$ cat src/rtl/h80_uart_rx_if.sv
// CPU-side read/status bundle for the h80 UART receiver.
// The receiver is the slave; the polling CPU I/O block is the master.
interface h80_uart_rx_if #(
    parameter int FIFO_DEPTH = 16
);
    localparam int CW = $clog2(FIFO_DEPTH + 1);

    logic          rd_en;
    logic [7:0]    rd_data;
    logic          rx_avail;
    logic [CW-1:0] rx_count;
    logic          overrun;
    logic          frame_err;
    logic          clr_err;

    modport master (
        output rd_en, clr_err,
        input  rd_data, rx_avail, rx_count, overrun, frame_err
    );

    modport slave (
        input  rd_en, clr_err,
        output rd_data, rx_avail, rx_count, overrun, frame_err
    );
endinterface

$ cat src/rtl/h80_uart_rx.sv
// 8N1 UART receiver: two-flop synchroniser, mid-bit sampling FSM and a
// show-ahead receive FIFO with sticky overrun / framing-error flags.
//
//   state    | meaning
//   ST_IDLE  | line idle, waiting for rx_s low
//   ST_START | counting to middle of start bit, then confirm it is still low
//   ST_DATA  | sampling 8 data bits LSB first, one per bit period
//   ST_STOP  | sampling stop bit; high pushes the byte, low flags framing error
//   ST_BRK   | after a framing error, wait for the line to return high
module h80_uart_rx #(
    parameter int SYSCLK_FREQ = 27000000,
    parameter int BAUD        = 115200,
    parameter int FIFO_DEPTH  = 16
) (
    input  logic            sysclk,
    input  logic            reset_n,
    input  logic            uart_rxp,
    h80_uart_rx_if.slave    bus
);
    localparam int DIV = SYSCLK_FREQ / BAUD;
    localparam int BCW = $clog2(DIV + 1);
    localparam int PW  = $clog2(FIFO_DEPTH);
    localparam int CW  = $clog2(FIFO_DEPTH + 1);

    // Reloading DIV-1 gives exactly DIV cycles between samples, since the
    // expiry cycle itself counts as one of them.
    localparam logic [BCW-1:0] HALF   = BCW'(DIV / 2);
    localparam logic [BCW-1:0] PERIOD = BCW'(DIV - 1);
    localparam logic [CW-1:0]  FULL   = CW'(FIFO_DEPTH);

    typedef enum logic [2:0] {
        ST_IDLE,
        ST_START,
        ST_DATA,
        ST_STOP,
        ST_BRK
    } state_t;

    logic [1:0]     sync;
    logic           rx_s;
    state_t         state;
    logic [BCW-1:0] baud_cnt;
    logic [2:0]     bit_idx;
    logic [7:0]     shreg;

    logic [7:0]     mem [FIFO_DEPTH];
    logic [PW-1:0]  rptr;
    logic [PW-1:0]  wptr;
    logic [CW-1:0]  count;
    logic           overrun_q;
    logic           frame_err_q;

    logic           stop_hit;
    logic           push;
    logic           push_ok;
    logic           pop;
    logic           drop;
    logic           ferr_set;

    always_ff @(posedge sysclk or negedge reset_n) begin
        if (!reset_n) begin
            sync <= 2'b11;
        end else begin
            sync <= {sync[0], uart_rxp};
        end
    end

    assign rx_s = sync[1];

    always_ff @(posedge sysclk or negedge reset_n) begin
        if (!reset_n) begin
            state    <= ST_IDLE;
            baud_cnt <= '0;
            bit_idx  <= '0;
            shreg    <= '0;
        end else begin
            case (state)
                ST_IDLE: begin
                    if (!rx_s) begin
                        baud_cnt <= HALF;
                        state    <= ST_START;
                    end
                end
                ST_START: begin
                    if (baud_cnt == '0) begin
                        if (!rx_s) begin
                            baud_cnt <= PERIOD;
                            bit_idx  <= '0;
                            state    <= ST_DATA;
                        end else begin
                            state <= ST_IDLE;
                        end
                    end else begin
                        baud_cnt <= baud_cnt - 1'b1;
                    end
                end
                ST_DATA: begin
                    if (baud_cnt == '0) begin
                        shreg[bit_idx] <= rx_s;
                        baud_cnt       <= PERIOD;
                        if (bit_idx == 3'd7) begin
                            state <= ST_STOP;
                        end else begin
                            bit_idx <= bit_idx + 1'b1;
                        end
                    end else begin
                        baud_cnt <= baud_cnt - 1'b1;
                    end
                end
                ST_STOP: begin
                    if (baud_cnt == '0) begin
                        state <= rx_s ? ST_IDLE : ST_BRK;
                    end else begin
                        baud_cnt <= baud_cnt - 1'b1;
                    end
                end
                ST_BRK: begin
                    if (rx_s) begin
                        state <= ST_IDLE;
                    end
                end
                default: state <= ST_IDLE;
            endcase
        end
    end

    // Push and error act on the stop-sample edge itself so the byte is
    // visible one cycle after the stop sample.
    assign stop_hit = (state == ST_STOP) && (baud_cnt == '0);
    assign push     = stop_hit && rx_s;
    assign ferr_set = stop_hit && !rx_s;
    assign pop      = bus.rd_en && (count != '0);
    assign push_ok  = push && ((count != FULL) || pop);
    assign drop     = push && !push_ok;

    always_ff @(posedge sysclk or negedge reset_n) begin
        if (!reset_n) begin
            rptr        <= '0;
            wptr        <= '0;
            count       <= '0;
            overrun_q   <= 1'b0;
            frame_err_q <= 1'b0;
        end else begin
            if (pop) begin
                rptr <= rptr + 1'b1;
            end
            if (push_ok) begin
                wptr <= wptr + 1'b1;
            end
            case ({push_ok, pop})
                2'b10:   count <= count + 1'b1;
                2'b01:   count <= count - 1'b1;
                default: count <= count;
            endcase
            if (drop) begin
                overrun_q <= 1'b1;
            end else if (bus.clr_err) begin
                overrun_q <= 1'b0;
            end
            if (ferr_set) begin
                frame_err_q <= 1'b1;
            end else if (bus.clr_err) begin
                frame_err_q <= 1'b0;
            end
        end
    end

    // Storage needs no reset: rd_data is masked while the FIFO is empty.
    always_ff @(posedge sysclk) begin
        if (push_ok) begin
            mem[wptr] <= shreg;
        end
    end

    assign bus.rd_data   = (count == '0) ? 8'h00 : mem[rptr];
    assign bus.rx_avail  = (count != '0);
    assign bus.rx_count  = count;
    assign bus.overrun   = overrun_q;
    assign bus.frame_err = frame_err_q;
endmodule

$ cat src/flat_wrapper.sv
// flat-port wrapper written by rule: the top's interface ports become plain ports
module h80_uart_rx_flat 
#(
    parameter int SYSCLK_FREQ = 27000000,
    parameter int BAUD        = 115200,
    parameter int FIFO_DEPTH  = 16
)
  (sysclk, reset_n, uart_rxp, bus_rd_en, bus_clr_err, bus_rd_data, bus_rx_avail, bus_rx_count, bus_overrun, bus_frame_err);
  h80_uart_rx_if #(.FIFO_DEPTH(FIFO_DEPTH)) bus_i ();
  input  logic sysclk;
  input  logic reset_n;
  input  logic uart_rxp;
  input wire logic [$bits(bus_i.rd_en)-1:0] bus_rd_en;
  input wire logic [$bits(bus_i.clr_err)-1:0] bus_clr_err;
  output wire logic [$bits(bus_i.rd_data)-1:0] bus_rd_data;
  output wire logic [$bits(bus_i.rx_avail)-1:0] bus_rx_avail;
  output wire logic [$bits(bus_i.rx_count)-1:0] bus_rx_count;
  output wire logic [$bits(bus_i.overrun)-1:0] bus_overrun;
  output wire logic [$bits(bus_i.frame_err)-1:0] bus_frame_err;
  assign bus_i.rd_en = bus_rd_en;
  assign bus_i.clr_err = bus_clr_err;
  assign bus_rd_data = bus_i.rd_data;
  assign bus_rx_avail = bus_i.rx_avail;
  assign bus_rx_count = bus_i.rx_count;
  assign bus_overrun = bus_i.overrun;
  assign bus_frame_err = bus_i.frame_err;
  h80_uart_rx #(.SYSCLK_FREQ(SYSCLK_FREQ), .BAUD(BAUD), .FIFO_DEPTH(FIFO_DEPTH)) u_core (.sysclk(sysclk), .reset_n(reset_n), .uart_rxp(uart_rxp), .bus(bus_i));
endmodule
$ cat config.mk
export PLATFORM = sky130hd
export DESIGN_NAME = h80_uart_rx_flat
export DESIGN_NICKNAME = d
export VERILOG_FILES = /design/src/rtl/h80_uart_rx_if.sv /design/src/rtl/h80_uart_rx.sv /design/src/flat_wrapper.sv
export SDC_FILE = /design/constraint.sdc
export NUM_CORES = 1
export LEC_CHECK = 0
export ABC_AREA = 1
export CORE_MARGIN = 2
export CORE_UTILIZATION = 55
export DETAILED_ROUTE_END_ITERATION = 7
export PLACE_DENSITY = 0.82
export SLEW_MARGIN = 20
export SYNTH_ARGS = -nofsm -noshare
export SYNTH_HDL_FRONTEND = slang
export SYNTH_SLANG_ARGS = --single-unit
$ cat constraint.sdc
create_clock -name sysclk -period 2.2 [get_ports sysclk]
set_input_delay 0.44 -clock sysclk [delete_from_list [all_inputs] [get_ports sysclk]]
set_output_delay 0.44 -clock sysclk [all_outputs]
set_load 0.1 [all_outputs]
==> Word-level counts from Yosys, hierarchy flattened <==
Memories as Yosys holds them, arrays and structs flattened.
Cells that the tools add are included.
{ "totals": {"mem_bits_rw": 128, "reg_bits": 39, "n_memories": 1, "wordCells": 90} }
{ "memory_table": {"columns": ["memory", "depth", "width", "read_ports", "rd_clocked_by_memory_dff", "write_ports", "line_no", "rtl"], "rows": [
  ["u_core.mem", 16, 8, 1, 0, 1, "h80_uart_rx.sv:46", "logic [7:0] mem [FIFO_DEPTH];"]
]} }
{ "op_classes": {"n_lt_le_gt_ge": 2, "reduce_logical": 23, "eq_ne": 18, "n_mux": 30, "addsub": 6} }
{ "ops": {"columns": ["cell", "n"], "rows": [
  ["8-bit 2-to-1 mux", 6],
  ["3-bit 2-to-1 mux", 11],
  ["8-bit one-hot mux with 4 select lines", 1],
  ["3-bit one-hot mux with 5 select lines", 1],
  ["2-bit by 1-bit != test with 1-bit output (second input constant)", 5],
  ["5-bit one-hot mux with 2 select lines", 1],
  ["4-bit by 1-bit adder with 4-bit output (second input constant)", 2],
  ["8-bit bitwise mux", 1],
  ["8-bit zero test", 1],
  ["2-bit != test (second input constant)", 4],
  ["2-bit nonzero test", 4],
  ["8-bit by 1-bit subtractor with 8-bit output (second input constant)", 1],
  ["1-bit logical AND", 7],
  ["3-bit by 2-bit equality test with 1-bit output (second input constant)", 2],
  ["3-bit equality test (second input constant)", 2],
  ["1-bit 2-to-1 mux", 6],
  ["3-bit one-hot mux with 2 select lines", 1],
  ["6-bit AND reduction", 1],
  ["5-bit by 1-bit adder with 5-bit output (second input constant)", 1],
  ["5-bit zero test", 1],
  ["5-bit != test (second input constant)", 1],
  ["5-bit AND reduction", 1],
  ["5-bit nonzero test", 1],
  ["5-bit by 1-bit subtractor with 5-bit output (second input constant)", 1],
  ["other kinds (15)", 16]
]} }

==> Longest topological paths before layout <==
{ "depth": {"ltp_word": 7, "mapped_depth": 17, "ltp_nobuf": 17} }

==> Least setup slack after synthesis <==
No wires, ideal clock.
{ "synth_timing": {"path_kind": "flip-flop to output port", "start": "reg u_core.count[1], in the netlist u_core.bus.rx_count[1]", "end": "out bus_rd_data[0]", "t_arrival_ns": 3.754, "stages_incl_launch_ff": 5, "required_time_ns": 1.760, "path_buffers": 0, "path_slack_ns": -1.994, "path_cell_list": "dfrtp_1 > nor2_1 > nand3_1 > inv_1 > a21oi_1"} }
{ "synth_between": {"elab_chain_cells": 2} }
{ "synth_rtl": {"columns": ["element", "line_no", "rtl"], "rows": [
  ["start: declaration", "h80_uart_rx.sv:49", "logic [CW-1:0] count;"],
  ["start signal: assignment", "h80_uart_rx.sv:151", "2'b10: count <= count + 1'b1;"],
  ["start signal: assignment", "h80_uart_rx.sv:152", "2'b01: count <= count - 1'b1;"],
  ["start signal: assignment", "h80_uart_rx.sv:153", "default: count <= count;"],
  ["5-bit zero test", "h80_uart_rx.sv:175", "assign bus.rd_data = (count == '0) ? 8'h00 : mem[rptr];"],
  ["8-bit 2-to-1 mux", "h80_uart_rx.sv:175", null],
  ["end: declaration", "flat_wrapper.sv:15", "output wire logic [$bits(bus_i.rd_data)-1:0] bus_rd_data;"]
]} }
No other way between the ends.

==> Worst setup path in the final report <==
{ "layout_timing": {"start": "reg u_core.rptr[0]", "end": "out bus_rd_data[6]"} }
{ "layout_between": {"elab_chain_cells": 2} }
{ "layout_rtl": {"columns": ["element", "line_no", "rtl"], "rows": [
  ["start: declaration", "h80_uart_rx.sv:47", "logic [PW-1:0] rptr;"],
  ["start signal: assignment", "h80_uart_rx.sv:145", "rptr <= rptr + 1'b1;"],
  ["memory read 16 x 8 bit", null, null],
  ["8-bit 2-to-1 mux", "h80_uart_rx.sv:175", null]
]} }
No other way between the ends.

==> flow_summary.yaml <==
floorplan:
  die_w_um: 120
  die_y_um: 120
  dieArea_mm2: 0.0143
  placementRows: 42
  num_io_pins: 21
  core_area_mm2: 0.0132
  initial_utilization_pct: 55.9
critical_path:
  crit_path_start_kind: "register"
  critPathRequiredTime_ns: 1.76
  slowest_stage: "dfrtp_2"
  criticalPathCategory: "register to output port"
  critical_path_arrival_ns: 2.21
  crit_path_end_kind: "output port"
  path_buf_inv: 3
  critPathMaxStageDelay_ns: 0.49
  cp_cell_sequence: "inv_4 > buf_12 > nand2_1 > nand3_1 > nand2_1 > a21oi_2 > o31ai_4 > a21oi_4 > buf_12"
  path_max_fanout: 17
  critical-path-top-delay-family: "compound AO/OA/AOI/OAI gates"
pwr:
  pwr-share-clk_pct: 48.5
  p_comb_share_pct: 0.5
  power_switching_mw: 1.27
  power.share.switching_pct: 19.3
  powerDensity_mw_per_mm2: 717
  seqPwrFrac_pct: 51.1
  p_int_mw: 5.31
  peakVddDrop_v: 0.000736
  cellLeakagePower_nw: 3.72
timing:
  timing.slew.headroom_pct: 52.1
  rsz0062_at_grt: "yes"
  setup_viol: 8
  timing.final.crit_share_pct: 120
  finalCriticalPeriod_ns: 2.65
  hold_violations: 0
  setup_slack_ns: -0.449
  fmax_ghz: 0.378
  worst_pin_slew_ns: 0.718
  slew_violations: 0
  finClkSkew_ns: 0.0130
cts:
  cts_tree: "yes"
  htree_levels: 4
  cts_sinks: 167
  cts_buffers: 17
  clockBufferDepth: 2
  clk_latency_ns: 0.43
  root_buffer: "clkbuf_16"
  clkSlewWorstSetupHoldPaths_ns: 0.06
global_routing:
  grt_max_degree: 29
  grt_pass1_wl_mm: 28.7
  grt_pass1_vias: 5501
  antenna_found_initial: 0
  grt_usage_pct: 26.5
  gr-total-overflow: 0
layout:
  stdcell_count: 917
  final_area_mm2: 0.00919
  area_growth_pct: 24.6
  drive_gt1_share_pct: 23.8
  fill_cells: 826
  antenna_cells: 0
  final_nets: 746
routing:
  drt_iter0_drc: 841
  dr_total_vias: 5511
  post_drt_wl_per_cell_um: 20.1
  drt_first_pass_iters: 5
  ant_nets: 0
  vias_per_cell: 6.01
  drt-total-wl_mm: 18.4
  drc: 0
place:
  place_congestion: 0.869
  place.detailed.hpwl_mm: 10.9
  placed_area_mm2: 0.00830
  dp_cells: 879
  port_buffers: 20
synthesis:
  syn-num-nets: 685
  synth_top_cell_by_area: "edfxtp_1"
  netlist_instances: 667
  synthesis.area_mm2: 0.00737
  yosys-top-cells-area: "edfxtp_1, dfrtp_1, nand2_1"
  ys_warn_count: 0
  synth_top_area_share_pct: 52.1
  ys_seq_area_share_pct: 65.4
  syn-mean-instance-area_um2: 11.1
  ys_seq_elements: 167
  ys_types: 41
status:
  violations: "negative setup slack"
  run_status: "finished, violations left"
run:
  cap_violations: 0
worst_hold_path:
  hp-class: "register to register"
-- worst reg2reg max path, delay by kind of cell (launching register included) --
kind                     cells  cell delay (ns)
AO/OA/AOI/OAI                2             0.23
adder cells (fa/ha/maj)      2             0.43
buffers and inverters        4             0.26
flip-flops                   1             0.39
AND/OR/NAND/NOR              9             0.70
-- through the flow --
stage / setup TNS, ns / total power [mW] / hold slack, ns / setup slack, ns / util (%)
after global routing: -3.46 / 6.73 / 0.366 / -0.457 / 69.6
after floorplan: -2.57 / 3.43 / 0.144 / -0.271 / -
after detailed placement: -0.181 / 3.46 / 0.332 / -0.128 / 62.9
final: -3.03 / 6.58 / 0.364 / -0.449 / 69.6
after CTS: -2.66 / 6.59 / 0.364 / -0.343 / 68.9
after global placement: -0.0617 / 3.46 / 0.330 / -0.0617 / 62.9
-- layer usage --
| metal | part of all wire, % | GRT usage, % |
|---|---|---|
| met5 | 0 | 0 |
| met4 | 3.8 | 12.7 |
| met3 | 7.5 | 5.47 |
| met2 | 52 | 45.4 |
| met1 | 36 | 32.2 |
-- kinds of logic (layout without fill, tap and decap cells) --
kind of cell               Yosys count  in the layout  synth area share [%]
and+or+nand+nor                    280            280                  17.2
AOI/OAI and AO/OA                  128            128                  10.1
DFF                                167            167                  65.4
adders and majority gates           13             13                  2.31
buffers and inverters               70            144                  3.92
xor gates and xnor gates             9              9                  1.07
-- path summary, 6_finish.rpt --
kind | end | slack (ns) | cells past startpoint | startpoint
worst max-delay path | bus_rd_data[6] | -0.45 | 9 | u_core.rptr[0]
worst min-delay path | u_core.sync[1] | 0.36 | 0 | u_core.sync[0]
worst max register to register | u_core.bus.rx_count[4] | 0.10 | 17 | u_core.baud_cnt[1]
worst min register to register | u_core.sync[1] | 0.36 | 0 | u_core.sync[0]
max in group asynchronous | u_core.sync[1] | 1.06 | 3 | reset_n
min in group asynchronous | u_core.baud_cnt[4] | 0.42 | 2 | reset_n
-- layout make-up --
class	instances	area [µm²]	area share, %
Clock inverter	14	198	2.15
Clock buffer	18	439	4.78
Inverter	44	178	1.93
Multi-Input combinational cell	430	2550	27.8
Tap cell	176	220	2.40
Sequential cell	167	4840	52.7
Timing Repair Buffer	68	758	8.25
-- registers in the layout, indices dropped and copies added (netlist names) --
signal                flops
u_core.rptr               4
u_core.mem              128
u_core.wptr               4
u_core.sync               2
u_core.bit_idx            3
u_core.bus.overrun        1
u_core.baud_cnt           8
u_core.bus.frame_err      1
u_core.shreg              8
u_core.state              3
u_core.bus.rx_count       5
-- cell usage in the layout (no fill, tap or decap), types with 5 or more instances in the layout --
| master | n |
|---|---|
| a21oi_4 | 8 |
| dfrtp_4 | 5 |
| buf_4 | 42 |
| edfxtp_1 | 128 |
| nor2_1 | 94 |
| nand2_1 | 108 |
| o21ai_1 | 8 |
| nand2_4 | 7 |
| inv_2 | 6 |
| a21oi_1 | 13 |
| ha_1 | 10 |
| o21ai_0 | 54 |
| buf_12 | 14 |
| nand3_1 | 38 |
| nand3_2 | 7 |
| inv_1 | 32 |
| o31ai_2 | 7 |
| xor2_1 | 8 |
| nand2_2 | 5 |
| a21oi_2 | 7 |
| dfrtp_1 | 31 |
| o211ai_1 | 16 |
| clkbuf_16 | 18 |
-- synthesized netlist by cell type --
| cell | number |
|---|---|
| nor3_1 | 2 |
| clkinv_1 | 2 |
| buf_2 | 13 |
| nand2_2 | 6 |
| xor2_1 | 8 |
| dfrtp_1 | 37 |
| fa_1 | 1 |
| nand2_1 | 110 |
| nor2_1 | 98 |
| o21a_1 | 3 |
| o211ai_1 | 16 |
| nor2_2 | 2 |
| nand3_2 | 2 |
| nand4_1 | 1 |
| nor2_4 | 2 |
| dfstp_2 | 2 |
| edfxtp_1 | 128 |
| a22oi_1 | 2 |
| o21ai_0 | 56 |
| o31ai_1 | 12 |
| or2_2 | 1 |
| buf_1 | 1 |
| o221ai_2 | 1 |
| xnor2_1 | 1 |
| nor3_4 | 1 |
| nand2_4 | 5 |
| a21oi_1 | 28 |
| o21bai_1 | 1 |
| o22ai_1 | 1 |
| inv_2 | 7 |
| inv_1 | 34 |
| nand3_1 | 45 |
| buf_4 | 2 |
| o41ai_1 | 2 |
| o21ai_1 | 6 |
| nand3b_1 | 2 |
| inv_4 | 1 |
| nor2_8 | 2 |
| clkbuf_1 | 10 |
| nand3_4 | 1 |
| ha_1 | 12 |
-- timing repair --
action,4_1_cts,5_1_grt
gates resized for setup,23,16
hold buffers,1,0
gates cloned,1,1
setup buffers,2,2
pin swaps,14,14
endpoints found under the setup margin,9,138
hold endpoints to repair,12,0
-- power by group through the flow --
| stage | clock network [mW] | registers (mW) | logic [mW] |
|---|---|---|---|
| floorplan | 0 | 3.43 | 0.00537 |
| global placement | 0 | 3.43 | 0.0287 |
| detailed placement | 0 | 3.43 | 0.0294 |
| CTS | 3.20 | 3.36 | 0.0309 |
| global route | 3.33 | 3.36 | 0.0346 |
| finish | 3.19 | 3.36 | 0.0302 |
(Power assumes the default switching activity.)
